`src/rtl/uart_tx.sv`:
```
// uart_tx: buffered UART transmitter, 9600/115200 baud, 7/8 data bits,
// optional even parity, one-entry hold register with sticky overrun flag.
module uart_tx #(
    parameter int CLK_HZ = 50000000
) (
    input  logic       clk,
    input  logic       reset,
    input  logic       wr,
    input  logic [7:0] letter,
    input  logic       baudr,
    input  logic       ps,
    input  logic       dlr,
    input  logic       clrovr,
    output logic       tx,
    output logic       busy,
    output logic       full,
    output logic       done,
    output logic       overrun
);
    localparam int DIV_LO = (CLK_HZ + 4800) / 9600;
    localparam int DIV_HI = (CLK_HZ + 57600) / 115200;
    localparam int CW     = (DIV_LO > 1) ? $clog2(DIV_LO) : 1;
    localparam logic [CW-1:0] LO_M1 = CW'(DIV_LO - 1);
    localparam logic [CW-1:0] HI_M1 = CW'(DIV_HI - 1);

    typedef enum logic [2:0] {
        IDLE,
        START,
        DATA,
        PARITY,
        STOP
    } state_t;

    state_t        state_q, state_d;
    logic [CW-1:0] cnt_q, cnt_d;
    logic [2:0]    bit_q, bit_d;
    logic [7:0]    shift_q, shift_d;
    logic          par_q, par_d;
    logic          f_baud_q, f_baud_d;
    logic          f_ps_q, f_ps_d;
    logic          f_dlr_q, f_dlr_d;
    logic [7:0]    hold_q, hold_d;
    logic          h_baud_q, h_baud_d;
    logic          h_ps_q, h_ps_d;
    logic          h_dlr_q, h_dlr_d;
    logic          full_q, full_d;
    logic          tx_q, tx_d;
    logic          done_q, done_d;
    logic          ovr_q, ovr_d;

    logic          tick;
    logic          load;
    logic [2:0]    last_bit;

    assign tick     = cnt_q == (f_baud_q ? HI_M1 : LO_M1);
    assign last_bit = f_dlr_q ? 3'd7 : 3'd6;

    always_comb begin
        state_d  = state_q;
        cnt_d    = cnt_q;
        bit_d    = bit_q;
        shift_d  = shift_q;
        par_d    = par_q;
        f_baud_d = f_baud_q;
        f_ps_d   = f_ps_q;
        f_dlr_d  = f_dlr_q;
        hold_d   = hold_q;
        h_baud_d = h_baud_q;
        h_ps_d   = h_ps_q;
        h_dlr_d  = h_dlr_q;
        full_d   = full_q;
        tx_d     = tx_q;
        done_d   = 1'b0;
        ovr_d    = ovr_q;
        load     = 1'b0;

        unique case (state_q)
            IDLE: begin
                tx_d = 1'b1;
                load = full_q;
            end
            START: begin
                if (tick) begin
                    state_d = DATA;
                    cnt_d   = '0;
                    bit_d   = '0;
                    tx_d    = shift_q[0];
                end else begin
                    cnt_d = cnt_q + CW'(1);
                end
            end
            DATA: begin
                if (tick) begin
                    cnt_d = '0;
                    if (bit_q == last_bit) begin
                        state_d = f_ps_q ? PARITY : STOP;
                        tx_d    = f_ps_q ? par_q : 1'b1;
                    end else begin
                        shift_d = {1'b0, shift_q[7:1]};
                        bit_d   = bit_q + 3'd1;
                        tx_d    = shift_q[1];
                    end
                end else begin
                    cnt_d = cnt_q + CW'(1);
                end
            end
            PARITY: begin
                if (tick) begin
                    state_d = STOP;
                    cnt_d   = '0;
                    tx_d    = 1'b1;
                end else begin
                    cnt_d = cnt_q + CW'(1);
                end
            end
            STOP: begin
                if (tick) begin
                    done_d  = 1'b1;
                    cnt_d   = '0;
                    state_d = IDLE;
                    tx_d    = 1'b1;
                    load    = full_q;
                end else begin
                    cnt_d = cnt_q + CW'(1);
                end
            end
            default: begin
                state_d = IDLE;
                tx_d    = 1'b1;
            end
        endcase

        // Hold register drains into the shifter and starts a new frame
        if (load) begin
            state_d  = START;
            tx_d     = 1'b0;
            cnt_d    = '0;
            bit_d    = '0;
            shift_d  = hold_q;
            par_d    = h_dlr_q ? ^hold_q : ^hold_q[6:0];
            f_baud_d = h_baud_q;
            f_ps_d   = h_ps_q;
            f_dlr_d  = h_dlr_q;
            full_d   = 1'b0;
        end

        if (clrovr) begin
            ovr_d = 1'b0;
        end

        // A write is judged against the pre-edge full flag
        if (wr) begin
            if (full_q) begin
                ovr_d = 1'b1;
            end else begin
                hold_d   = letter;
                h_baud_d = baudr;
                h_ps_d   = ps;
                h_dlr_d  = dlr;
                full_d   = 1'b1;
            end
        end
    end

    always_ff @(posedge clk or posedge reset) begin
        if (reset) begin
            state_q  <= IDLE;
            cnt_q    <= '0;
            bit_q    <= '0;
            shift_q  <= '0;
            par_q    <= 1'b0;
            f_baud_q <= 1'b0;
            f_ps_q   <= 1'b0;
            f_dlr_q  <= 1'b0;
            hold_q   <= '0;
            h_baud_q <= 1'b0;
            h_ps_q   <= 1'b0;
            h_dlr_q  <= 1'b0;
            full_q   <= 1'b0;
            tx_q     <= 1'b1;
            done_q   <= 1'b0;
            ovr_q    <= 1'b0;
        end else begin
            state_q  <= state_d;
            cnt_q    <= cnt_d;
            bit_q    <= bit_d;
            shift_q  <= shift_d;
            par_q    <= par_d;
            f_baud_q <= f_baud_d;
            f_ps_q   <= f_ps_d;
            f_dlr_q  <= f_dlr_d;
            hold_q   <= hold_d;
            h_baud_q <= h_baud_d;
            h_ps_q   <= h_ps_d;
            h_dlr_q  <= h_dlr_d;
            full_q   <= full_d;
            tx_q     <= tx_d;
            done_q   <= done_d;
            ovr_q    <= ovr_d;
        end
    end

    assign tx      = tx_q;
    assign busy    = state_q != IDLE;
    assign full    = full_q;
    assign done    = done_q;
    assign overrun = ovr_q;

endmodule
```
`config.mk`:
```
export PLATFORM = sky130hd
export DESIGN_NAME = uart_tx
export DESIGN_NICKNAME = d
export VERILOG_FILES = /design/src/rtl/uart_tx.sv
export SDC_FILE = /design/constraint.sdc
export NUM_CORES = 1
export LEC_CHECK = 0
export BUFFER_PORTS_ARGS = -buffer_cell sky130_fd_sc_hd__buf_2
export CORE_MARGIN = 4
export CORE_UTILIZATION = 55
export CTS_BUF_LIST = sky130_fd_sc_hd__clkbuf_8 sky130_fd_sc_hd__clkbuf_16
export CTS_CLUSTER_DIAMETER = 50
export DETAILED_ROUTE_END_ITERATION = 16
export PLACE_DENSITY = 0.8
export RECOVER_POWER = 50
export SYNTH_ARGS = -nofsm -noshare
export SYNTH_HDL_FRONTEND = slang
export SYNTH_SLANG_ARGS = --single-unit
export TNS_END_PERCENT = 50
```
`constraint.sdc`:
```
create_clock -name clk -period 2.8 [get_ports clk]
set_input_delay 0.28 -clock clk [delete_from_list [all_inputs] [get_ports clk]]
set_output_delay 0.28 -clock clk [all_outputs]
set_load 0.005 [all_outputs]
```
-- Yosys cells after proc, flatten, opt, wreduce, memory -nomap -nowiden
Cells that the tools add are included.
- flip-flop bits (word level): 46
- latch bits: 0
- RAM bits: 0
- ROM bits: 0
- input bits: 15
- word-level logic and storage cells: 88
- memories kept: 0
- $add $sub $neg: 2
- multiply operators: 0
- divide/modulo/power cells: 0
- order comparisons: 0
- equal/unequal tests: 15
- shift-type cells: 0
- mux-type cells: 39
- bitwise operators: 1
- reduce and logical (&&, ||, !) cells: 15
- operator list (operator ; count):
    two-way mux 13 bit ; 4
    two-way mux 8 bit ; 4
    two-way mux 3 bit ; 10
    inequality test 3 bit (second input constant) ; 6
    two-way mux 1 bit ; 17
    one-hot mux 3 bit (5 select lines) ; 1
    adder 13 x 1 -> 13 bit (second input constant) ; 1
    == test 13 bit ; 1
    parity 8 bit ; 1
    parity 7 bit ; 1
    == test 3 x 2 -> 1 bit (second input constant) ; 2
    one-hot mux 3 bit (2 select lines) ; 1
    AND reduction 3 bit ; 2
    AND reduction 6 bit ; 1
    nonzero test 2 bit ; 3
    nonzero test 3 bit ; 2
    inequality test 2 bit (second input constant) ; 2
    AND reduction 4 bit ; 1
    OR reduction 4 bit ; 1
    adder 3 x 1 -> 3 bit (second input constant) ; 1
    == test 3 x 1 -> 1 bit (second input constant) ; 1
    == test 3 bit ; 1
    == test 3 bit (second input constant) ; 1
    zero test 3 bit ; 1
    other kinds (6) ; 6

-- Depth between registers and ports, before layout
Gate-level depths: netlist (run 1).
- depth in word-level cells: 7
- mapped depth: 7
- mapped depth without buffers: 5

-- Worst setup path before layout (run 1)
OpenSTA, ideal clock, no wires.
- path type: flip-flop to flip-flop
- start: register cnt_q[1]
- end: register par_q
- data arrival time: 1676 ps
- required time: 2672 ps
- slack: 997 ps
- cell stages (with the launch flop): 7
- period minus slack after synthesis: 1803 ps
- path through: dfrtp_1 > buf_6 > nor3b_4 > o2111a_2 > a31oi_4 > nor2_2 > mux2_1
- cells in the longest elaborated chain, start to end: 3
- RTL lines (item ; RTL line ; source):
    from (decl) ; 35 ; logic [CW-1:0] cnt_q, cnt_d;
    from (signal assigned) ; 185 ; cnt_q <= cnt_d;
    == test 13 bit ; 55 ; assign tick = cnt_q == (f_baud_q ? HI_M1 : LO_M1);
    two-way mux 1 bit ; 117 ; if (tick) begin
    one-hot mux 1 bit (2 select lines) ; 77 ; unique case (state_q)
    to (signal assigned) ; 188 ; par_q <= par_d;
    to (decl) ; 38 ; logic par_q, par_d;
Every way passes these cells.
A chain may end at the register's enable or synchronous reset.

-- Final worst setup path (run 1)
- start: register f_baud_q
- end: register par_q
- cells in the longest elaborated chain, start to end: 4
- RTL lines (item ; RTL line ; source):
    from (decl) ; 39 ; logic f_baud_q, f_baud_d;
    from (signal assigned) ; 189 ; f_baud_q <= f_baud_d;
    two-way mux 13 bit ; 55 ;
    == test 13 bit ; 55 ;
    two-way mux 1 bit ; 117 ;
    one-hot mux 1 bit (2 select lines) ; 77 ;
Every way passes these cells.

==> results by group, run 1 <==
Clock network
  • Resize count post-CTS: 0
  • Clock slew seen by the registers of the worst setup and hold paths: 0.09 ns
  • # hold bufs at CTS: 0
  • CTS tree: built
  • Clock root cell: clkbuf_8
  • Clk Latency, worst-skew pair: ~0.31 ns
  • CTS buffer count: 5
  • Clock tree buffer depth: 2
  • Setup Fix Bufs, Post-CTS: 0
  • Sink Count: between 40 and 50
  • H-tree levels: 2

Setup path
  • Reg2reg path depth: 5
  • Worst path cell trace: nor3b_4, o2111a_2, a31oi_4, nor2_2, mux2_1
  • Worst Path Required: around 3.0 ns
  • R2r startpoint: f_baud_q$_DFFE_PP0N_
  • Largest fanout on the critical path: 10
  • WP buf/inv: 0
  • Startpoint Class: flop
  • WS Path Type: reg -> reg
  • RR Endpoint: par_q$_DFFE_PP0N_
  • CP endpoint kind: flop
  • Critical Path AT: 2.21 ns
  • CP max stage delay: about 0.52 ns
  • CP max stage cell: dfrtp_1
  • Top Family by Delay on Critical Path: simple AND/OR/NAND/NOR gates
  • R2R Setup Slk: 0.79 ns

Power and ir drop
  • Worst vdd rail ir drop: between 0.6 and 0.7 mV
  • Combinational cell fraction of total power: 0.388
  • Reg power frac: 0.437
  • Switching power: ~980 uW
  • Pwr/cell area: between 900 and 1000 nW/um^2
  • Clk network pwr share: 0.175
  • Pint: 1.63 mW
  • Leakage: about 1.2 nW
  • Sw frac: 0.377

Status
  • Failing checks: max-capacitance violations, max-slew violations
  • Status: finished with violations

Synth
  • Post-Syn Area per Cell: 10.2 sq um
  • Mapped cell area: between 2000 and 3000 sq um
  • Synth top area cells: dfrtp_1 (44%), mux2_2 (4.8%), xnor2_1 (3.7%), nand3_1 (3.1%), nor2_1 (3.1%)
  • Sequential area share after synthesis: 0.447
  • Post-synth EDFFs: 0
  • Ys flop type: dfrtp_1
  • Syn Nets: 270
  • Asr flop ratio synth: 1.00
  • Cell taking the most area after synthesis: dfrtp_1
  • Synth Instances: 253
  • Distinct cells, synth: 59
  • Synthesis Warnings: 0
  • Post-synth top area share: 0.437
  • Synth Register Bits: between 40 and 50

Route
  • Drt first pass iters: 4
  • Remaining antenna violation count: 0
  • Routed WL: ~5500 um
  • Detailed-route wire length per cell: between 15 and 20 um
  • DRT iter0 DRCs: approximately 230
  • DR vias: about 2000
  • Vias/cell: 6.23
  • # DRC: 0

Final layout
  • FILL cells: between 300 and 400
  • Antenna fix cells: 0
  • Area Growth Syn to Fin: 7.86%
  • Core Util, Final: 0.626
  • Commonest cells after routing, fill and taps aside: dfrtp_1 (45), nor2_1 (21), buf_2 (19)
  • NumNets Final: about 290
  • Share of cells above drive strength 1: 0.219
  • Commonest non-fill, non-tap cell in the layout: dfrtp_1

Global routing
  • Largest net degree at the start of global routing: between 40 and 50
  • Met2 usage in global routing: 0.312
  • Most used routing layer: met2
  • Vias in the first global route: just under 2000
  • Number of antenna violations at the first check in global routing: 0
  • First-pass GRT wire length: 9580 um
  • Grt total ovfl: 0
  • GR Util met1: 0.287
  • Met3 Usage GRT: 0.0319
  • Gr usage total: 0.202

Timing
  • RSZ-0062 raised after global routing: false
  • Max Freq: 497 MHz
  • Final setup viols: 0
  • Hold Fails Final Rpt: 0
  • Clk_skew: about 0.0068 ns
  • Least-Margin Pin Slew: around 1.7 ns
  • Slew Viols, Final: 47
  • Final Cycle Share: 0.719
  • Tmin final: 2.01 ns
  • Worst rel slew slack: -0.140
  • TNS Setup: 0 ns

Hold path
  • Worst Hold Class: in -> reg
  • Hold Startpoint: clrovr
  • Hold EP: overrun$_DFF_PP0_
  • Hold Path Depth: 2

Die
  • Total core area: 4440 sq um
  • Top Ports: 20
  • Die area: 5850 sq um
  • Die Y: between 70 and 80 um
  • Number of core rows: 24
  • Starting Density: 0.580
  • Width of the die: 76.5 um

Placed design
  • GP Congestion: ~0.92
  • DP Wirelength: 3950 um
  • Port Buffers: 19

Job
  • Total of max-cap violations: 1
[per-layer routing]
metal	vias up	wire, um
met5	-	0
met4	0	116
met3	14	402
met2	83	2520
met1	960	2510
li1	948	-
[final cells by class]
type	instances	area, sq um	area share
Tap cell	52	65.1	0.0234
Inverter	14	52.6	0.0189
Clock inverter	1	8.76	0.00315
Timing Repair Buffer	21	106	0.0383
Clock buffer	7	96.3	0.0347
Multi-Input combinational cell	181	1300	0.467
Sequential cell	46	1150	0.414
[state kept, by name (all words and copies together), names as in the netlist]
name,cells
cnt_q,13
hold_q,8
shift_q,8
bit_q,3
state_q,3
done,1
f_baud_q,1
f_dlr_q,1
f_ps_q,1
full,1
h_baud_q,1
h_dlr_q,1
h_ps_q,1
overrun,1
par_q,1
tx,1
[power groups by stage]
stage	clock network, mW	registers [mW]	logic, mW
2_1_floorplan	0	1.02	0.911
3_3_place_gp	0	1.13	0.972
3_5_place_dp	0	1.14	1.01
4_1_cts	0.467	1.13	1.02
5_1_grt	0.491	1.17	1.12
6_report	0.458	1.14	1.01
[cells in the mapped netlist (3+ instances only)]
cell type and n:
o221ai_1 3, inv_1 14, a31oi_1 4, o21a_1 3
buf_6 3, and3_1 3, xnor2_1 11, nand4_1 8
dfrtp_1 45, o22ai_1 3, a32o_1 3, nor2_1 21
nand3_1 16, a21oi_1 7, and2_1 3, nor4_1 3
clkbuf_1 3, nand2_1 13, nor2b_1 4, mux2_4 3
mux2_2 11, o21ai_0 9, or3_1 5, xor2_1 5
o21ai_1 3, buf_2 5
[how the worst max path moves through the flow]
stage | startpoint | endpoint | slack [ns] | depth (start not counted)
4_1_cts | f_baud_q$_DFFE_PP0N_ | par_q$_DFFE_PP0N_ | 0.80 | 5
2_1_floorplan | cnt_q[1]$_DFFE_PP0P_ | par_q$_DFFE_PP0N_ | 1.0 | 6
6_report | f_baud_q$_DFFE_PP0N_ | par_q$_DFFE_PP0N_ | 0.79 | 5
3_3_place_gp | f_baud_q$_DFFE_PP0N_ | f_baud_q$_DFFE_PP0N_ | 0.90 | 5
3_5_place_dp | cnt_q[1]$_DFFE_PP0P_ | par_q$_DFFE_PP0N_ | 0.82 | 5
5_1_grt | f_baud_q$_DFFE_PP0N_ | shift_q[3]$_DFFE_PP0P_ | 0.59 | 5
[cell families (layout without fill, tap and decap cells)]
family,after synthesis,after routing,share of synthesized area
adder cells (fa/ha/maj),2,2,0.00971
AND/OR/NAND/NOR,92,92,0.200
buffers and inverters,26,43,0.0490
flip-flops,46,46,0.447
multiplexers,16,16,0.0738
AO/OA/AOI/OAI,55,55,0.167
XOR/XNOR,16,16,0.0544
[through the flow]
stage | worst slack, ns | power, mW | instances | area [sq um] | hold slack [ns]
3_5_place_dp | 0.818 | 2.16 | 314 | 2680 | 0.485
4_1_cts | 0.800 | 2.62 | 322 | 2780 | 0.149
3_3_place_gp | 0.899 | 2.10 | 314 | 2680 | 0.457
5_1_grt | 0.595 | 2.79 | 322 | 2780 | 0.177
6_report | 0.787 | 2.61 | 322 | 2780 | 0.153
2_1_floorplan | 0.997 | 1.94 | 253 | 2580 | 0.376
No activity file was read; power rests on OpenSTA's default activity.
==> inputs of run 2 (changes only) <==
--- a/config.mk
+++ b/config.mk
@@ -5,6 +5,7 @@
 export SDC_FILE = /design/constraint.sdc
 export NUM_CORES = 1
 export LEC_CHECK = 0
+export ABC_AREA = 1
 export BUFFER_PORTS_ARGS = -buffer_cell sky130_fd_sc_hd__buf_2
 export CORE_MARGIN = 4
 export CORE_UTILIZATION = 55
==> constraint.sdc (replaced) <==
create_clock -name clk -period 1.9 [get_ports clk]
set_input_delay 0.19 -clock clk [delete_from_list [all_inputs] [get_ports clk]]
set_output_delay 0.19 -clock clk [all_outputs]
set_load 0.005 [all_outputs]
==> run 2 against run 1 <==
  * The run now ends clean
  * Non-clock buffer count up 15
  * Combinational power down 88%
  * Register-to-register slack worse by 0.66 ns
  * Clock-buffer cell count down 1
  * Sequential share of layout area down 5.3 points
  * Final cell count up 48%
  * Routed wire length up 13%
  * Clock skew down 0.0023 ns
  * Largest power group unchanged
==> results by group, run 2 <==
Timing
  • Final setup viols: 0 (unchanged)
  • Final Cycle Share: 0.934 (+0.216)
  • Tmin final: 1.78 ns (-0.238 ns)
  • Least-Margin Pin Slew: 0.539 ns (-1.17 ns)
  • Worst rel slew slack: 0.640 (+0.780)
  • TNS Setup: 0 ns (unchanged)
  • Hold Fails Final Rpt: 0 (unchanged)
  • Clk_skew: 0.00448 ns (-0.00228 ns)
  • Max Freq: 563 MHz (+13%)
  • Slew Viols, Final: 0 (-100%)
  • RSZ-0062 raised after global routing: false

Power and ir drop
  • Leakage: 1.67 nW (+42%)
  • Pwr/cell area: 638 nW/um^2 (-32%)
  • Worst vdd rail ir drop: 0.478 mV (-29%)

Final layout
  • Design Area, Final: 3200 sq um (+15%)
  • FILL cells: 428 (+14%)
  • Largest regs: cnt_q (13), hold_q (8), shift_q (8)
  • Max reg flops: 13 (unchanged)
  • NumNets Final: 426 (+49%)
  • Antenna fix cells: 0 (unchanged)
  • Commonest cells after routing, fill and taps aside: nand2_1 (120), dfrtp_1 (42), nand3_1 (41)
  • Reg area: 1160 sq um (+0.33%)
  • Top reg by flops: cnt_q
  • Final Non-Filler Cells: 477 (+48%)
  • Area Growth Syn to Fin: 14.4%
  • Share of cells above drive strength 1: 0.173 (-0.0453)
  • Commonest non-fill, non-tap cell in the layout: nand2_1
  • Area of the multi-input gates: 1390 sq um (+6.8%)
  • Core Util, Final: 0.663 (+0.0378)

Synth
  • Ys flop type: dfrtp_1
  • Cell taking the most area after synthesis: dfrtp_1
  • Post-synthesis mux area share: 0.0282 (-0.0456)
  • Synthesis Warnings: 0 (unchanged)
  • Post-synth EDFFs: 0 (unchanged)
  • Post-synth top area share: 0.403 (-0.0337)
  • Sequential area share after synthesis: 0.413 (-0.0345)
  • Synth Register Bits: 46 (unchanged)
  • Post-Syn Area per Cell: 7.37 sq um (-28%)
  • Largest family of logic cells by synthesized area: simple AND/OR/NAND/NOR gates
  • Synth Area in Compound Gates: 0.0479 (-0.119)
  • Top-count cell post-synth: nand2_1
  • Mapped cell area: 2790 sq um (+8.3%)
  • Asr flop ratio synth: 1.00 (unchanged)
  • Distinct cells, synth: 34 (-42%)
  • Synth Instances: 379 (+50%)
  • XOR/XNOR share of the synthesized area: 0.0408 (-0.0136)
  • Synth Area in Adders: 0.00896 (-0.000748)
  • Synth top area cells: dfrtp_1 (40%), nand2_1 (16%), nand3_1 (7.3%), inv_1 (5.2%), nand4_1 (4.5%)
  • Commonest cells post-synth: nand2_1 (120), dfrtp_1 (45), nand3_1 (41)
  • Synth Area in Simple Gates: 0.369 (+0.170)
  • Syn Nets: 396 (+47%)

Route
  • Remaining antenna violation count: 0 (unchanged)
  • DRT iter0 DRCs: 157 (-32%)
  • Detailed-route wire length per cell: 13.2 um (-24%)
  • Drt first pass iters: 4 (unchanged)
  • DR vias: 2512 (+25%)
  • # DRC: 0 (unchanged)
  • Vias/cell: 5.27 (-15%)
  • Routed WL: 6270 um (+13%)

Clock network
  • CTS buffer count: 5 (unchanged)
  • Clock slew seen by the registers of the worst setup and hold paths: 0.08 ns (about the same)
  • H-tree levels: 2 (unchanged)
  • Clock root cell: clkbuf_8
  • Sink Count: 46 (unchanged)
  • Clock tree buffer depth: 2 (unchanged)
  • Clk Latency, worst-skew pair: 0.30 ns (about the same)
  • CTS tree: built

Placed design
  • DP Wirelength: 4690 um (+19%)
  • Post-Place Cells: 466 (+48%)
  • Port Buffers: 19 (unchanged)
  • GP Congestion: 0.956 (+3.8%)
  • Placed cell area: 3000 sq um (+12%)

Setup path
  • WS Path Type: reg -> reg
  • Startpoint Class: flop
  • Worst Path Required: 2.14 ns (-0.85 ns)
  • Critical Path AT: 2.02 ns (-0.19 ns)
  • R2R Setup Slk: 0.12 ns (-0.66 ns)
  • Largest fanout on the critical path: 9 (-1)
  • CP endpoint kind: flop

Die
  • Total core area: 4820 sq um (+8.4%)
  • Top Ports: 20 (unchanged)
  • Die area: 6280 sq um (+7.5%)
  • Width of the die: 79.3 um (+3.7%)
  • Number of core rows: 25 (+4.2%)
  • Die Y: 79.3 um (+3.7%)
  • Starting Density: 0.580 (about the same)

Job
  • Total of max-cap violations: 0 (-1)

Global routing
  • Number of antenna violations at the first check in global routing: 0 (unchanged)
  • Vias in the first global route: 2500 (+26%)
  • Grt total ovfl: 0 (unchanged)
  • First-pass GRT wire length: 11200 um (+17%)
  • Gr usage total: 0.224 (+0.0218)
  • Largest net degree at the start of global routing: 33 (-30%)

Hold path
  • Worst Hold Class: in -> reg

Status
  • Status: finished, final reports clean
==> run 2: cell count changes after synthesis, moves of 5 or more <==
cell	previous run	this run
nand2_1	13	120
or3_1	5	0
nand3_1	16	41
nand2_2	0	5
nand4_1	8	20
nor2_1	21	29
xnor2_1	11	4
inv_1	14	39
==> run 2: layout make-up <==
type | count | share of cell area
multi-input combinational | 275 | 0.434
sequential | 46 | 0.362
timing repair buffer | 36 | 0.0795
inverter | 45 | 0.0536
tap | 67 | 0.0262
clock buffer | 6 | 0.0258
clock inverter | 2 | 0.0188
==> run 2: through the flow <==
step	worst slack, ns	hold WS, ns	power, mW
finish	0.124	0.0787	2.04
global route	0.0107	0.0723	2.14
CTS	0.0768	0.0706	2.06
detailed placement	0.104	0.162	1.17
global placement	0.118	0.155	1.16
floorplan	0.347	0.299	1.13
==> run 2: cells by family after synthesis <==
kind of cell,Yosys count
adders and majority gates,2
xor gates and xnor gates,13
buffers and inverters,58
AOI/OAI and AO/OA,23
DFF,46
and+or+nand+nor,230
muxes,7
==> run 2: layer usage <==
layer / up-vias / share of wire / track usage / wire, um
met1: 1150 / 0.43 / 0.280 / 2700
met2: 72 / 0.49 / 0.379 / 3070
met3: 18 / 0.054 / 0.0397 / 339
met4: 0 / 0.026 / 0.0979 / 164
li1: 1272 / - / - / -
met5: - / 0 / 0 / 0
==> run 2: worst max-delay path, cell delays in order (launching register included) <==
cell and delay [ns]:
dfrtp_2 0.47, inv_2 0.11, nand2_1 0.08, nand2_1 0.07, nand2_2 0.09, nor2_4 0.17
nand2_4 0.11, a21boi_4 0.29, buf_4 0.21, nand2_1 0.06, nand3_1 0.07
==> run 2: power breakdown <==
part,internal [mW],total (mW),switching [mW],leakage (nW)
combinational,0.0544,0.122,0.0679,1.03
sequential,1.01,1.03,0.0199,0.567
clock,0.561,0.889,0.328,0.0714
total,1.62,2.04,0.416,1.67
==> run 2: final timing paths <==
check                                       start                     end  depth (start not counted)
setup / recovery             cnt_q[7]$_DFFE_PP0P_  shift_q[0]$_DFFE_PP0P_                         10
hold / removal                             clrovr       overrun$_DFF_PP0_                          2
setup reg to reg             cnt_q[7]$_DFFE_PP0P_  shift_q[0]$_DFFE_PP0P_                         10
hold reg to reg            shift_q[7]$_DFFE_PP0P_  shift_q[6]$_DFFE_PP0P_                          2
max in group asynchronous                   reset    cnt_q[7]$_DFFE_PP0P_                          4
min in group asynchronous                   reset       overrun$_DFF_PP0_                          3
==> run 2: timing repair <==
item	in CTS	in global routing
endpoints found under the hold margin	13	0
setup endpoints to repair	0	23
resized for setup	0	4
hold buffers	1	0
buffers inserted	0	1
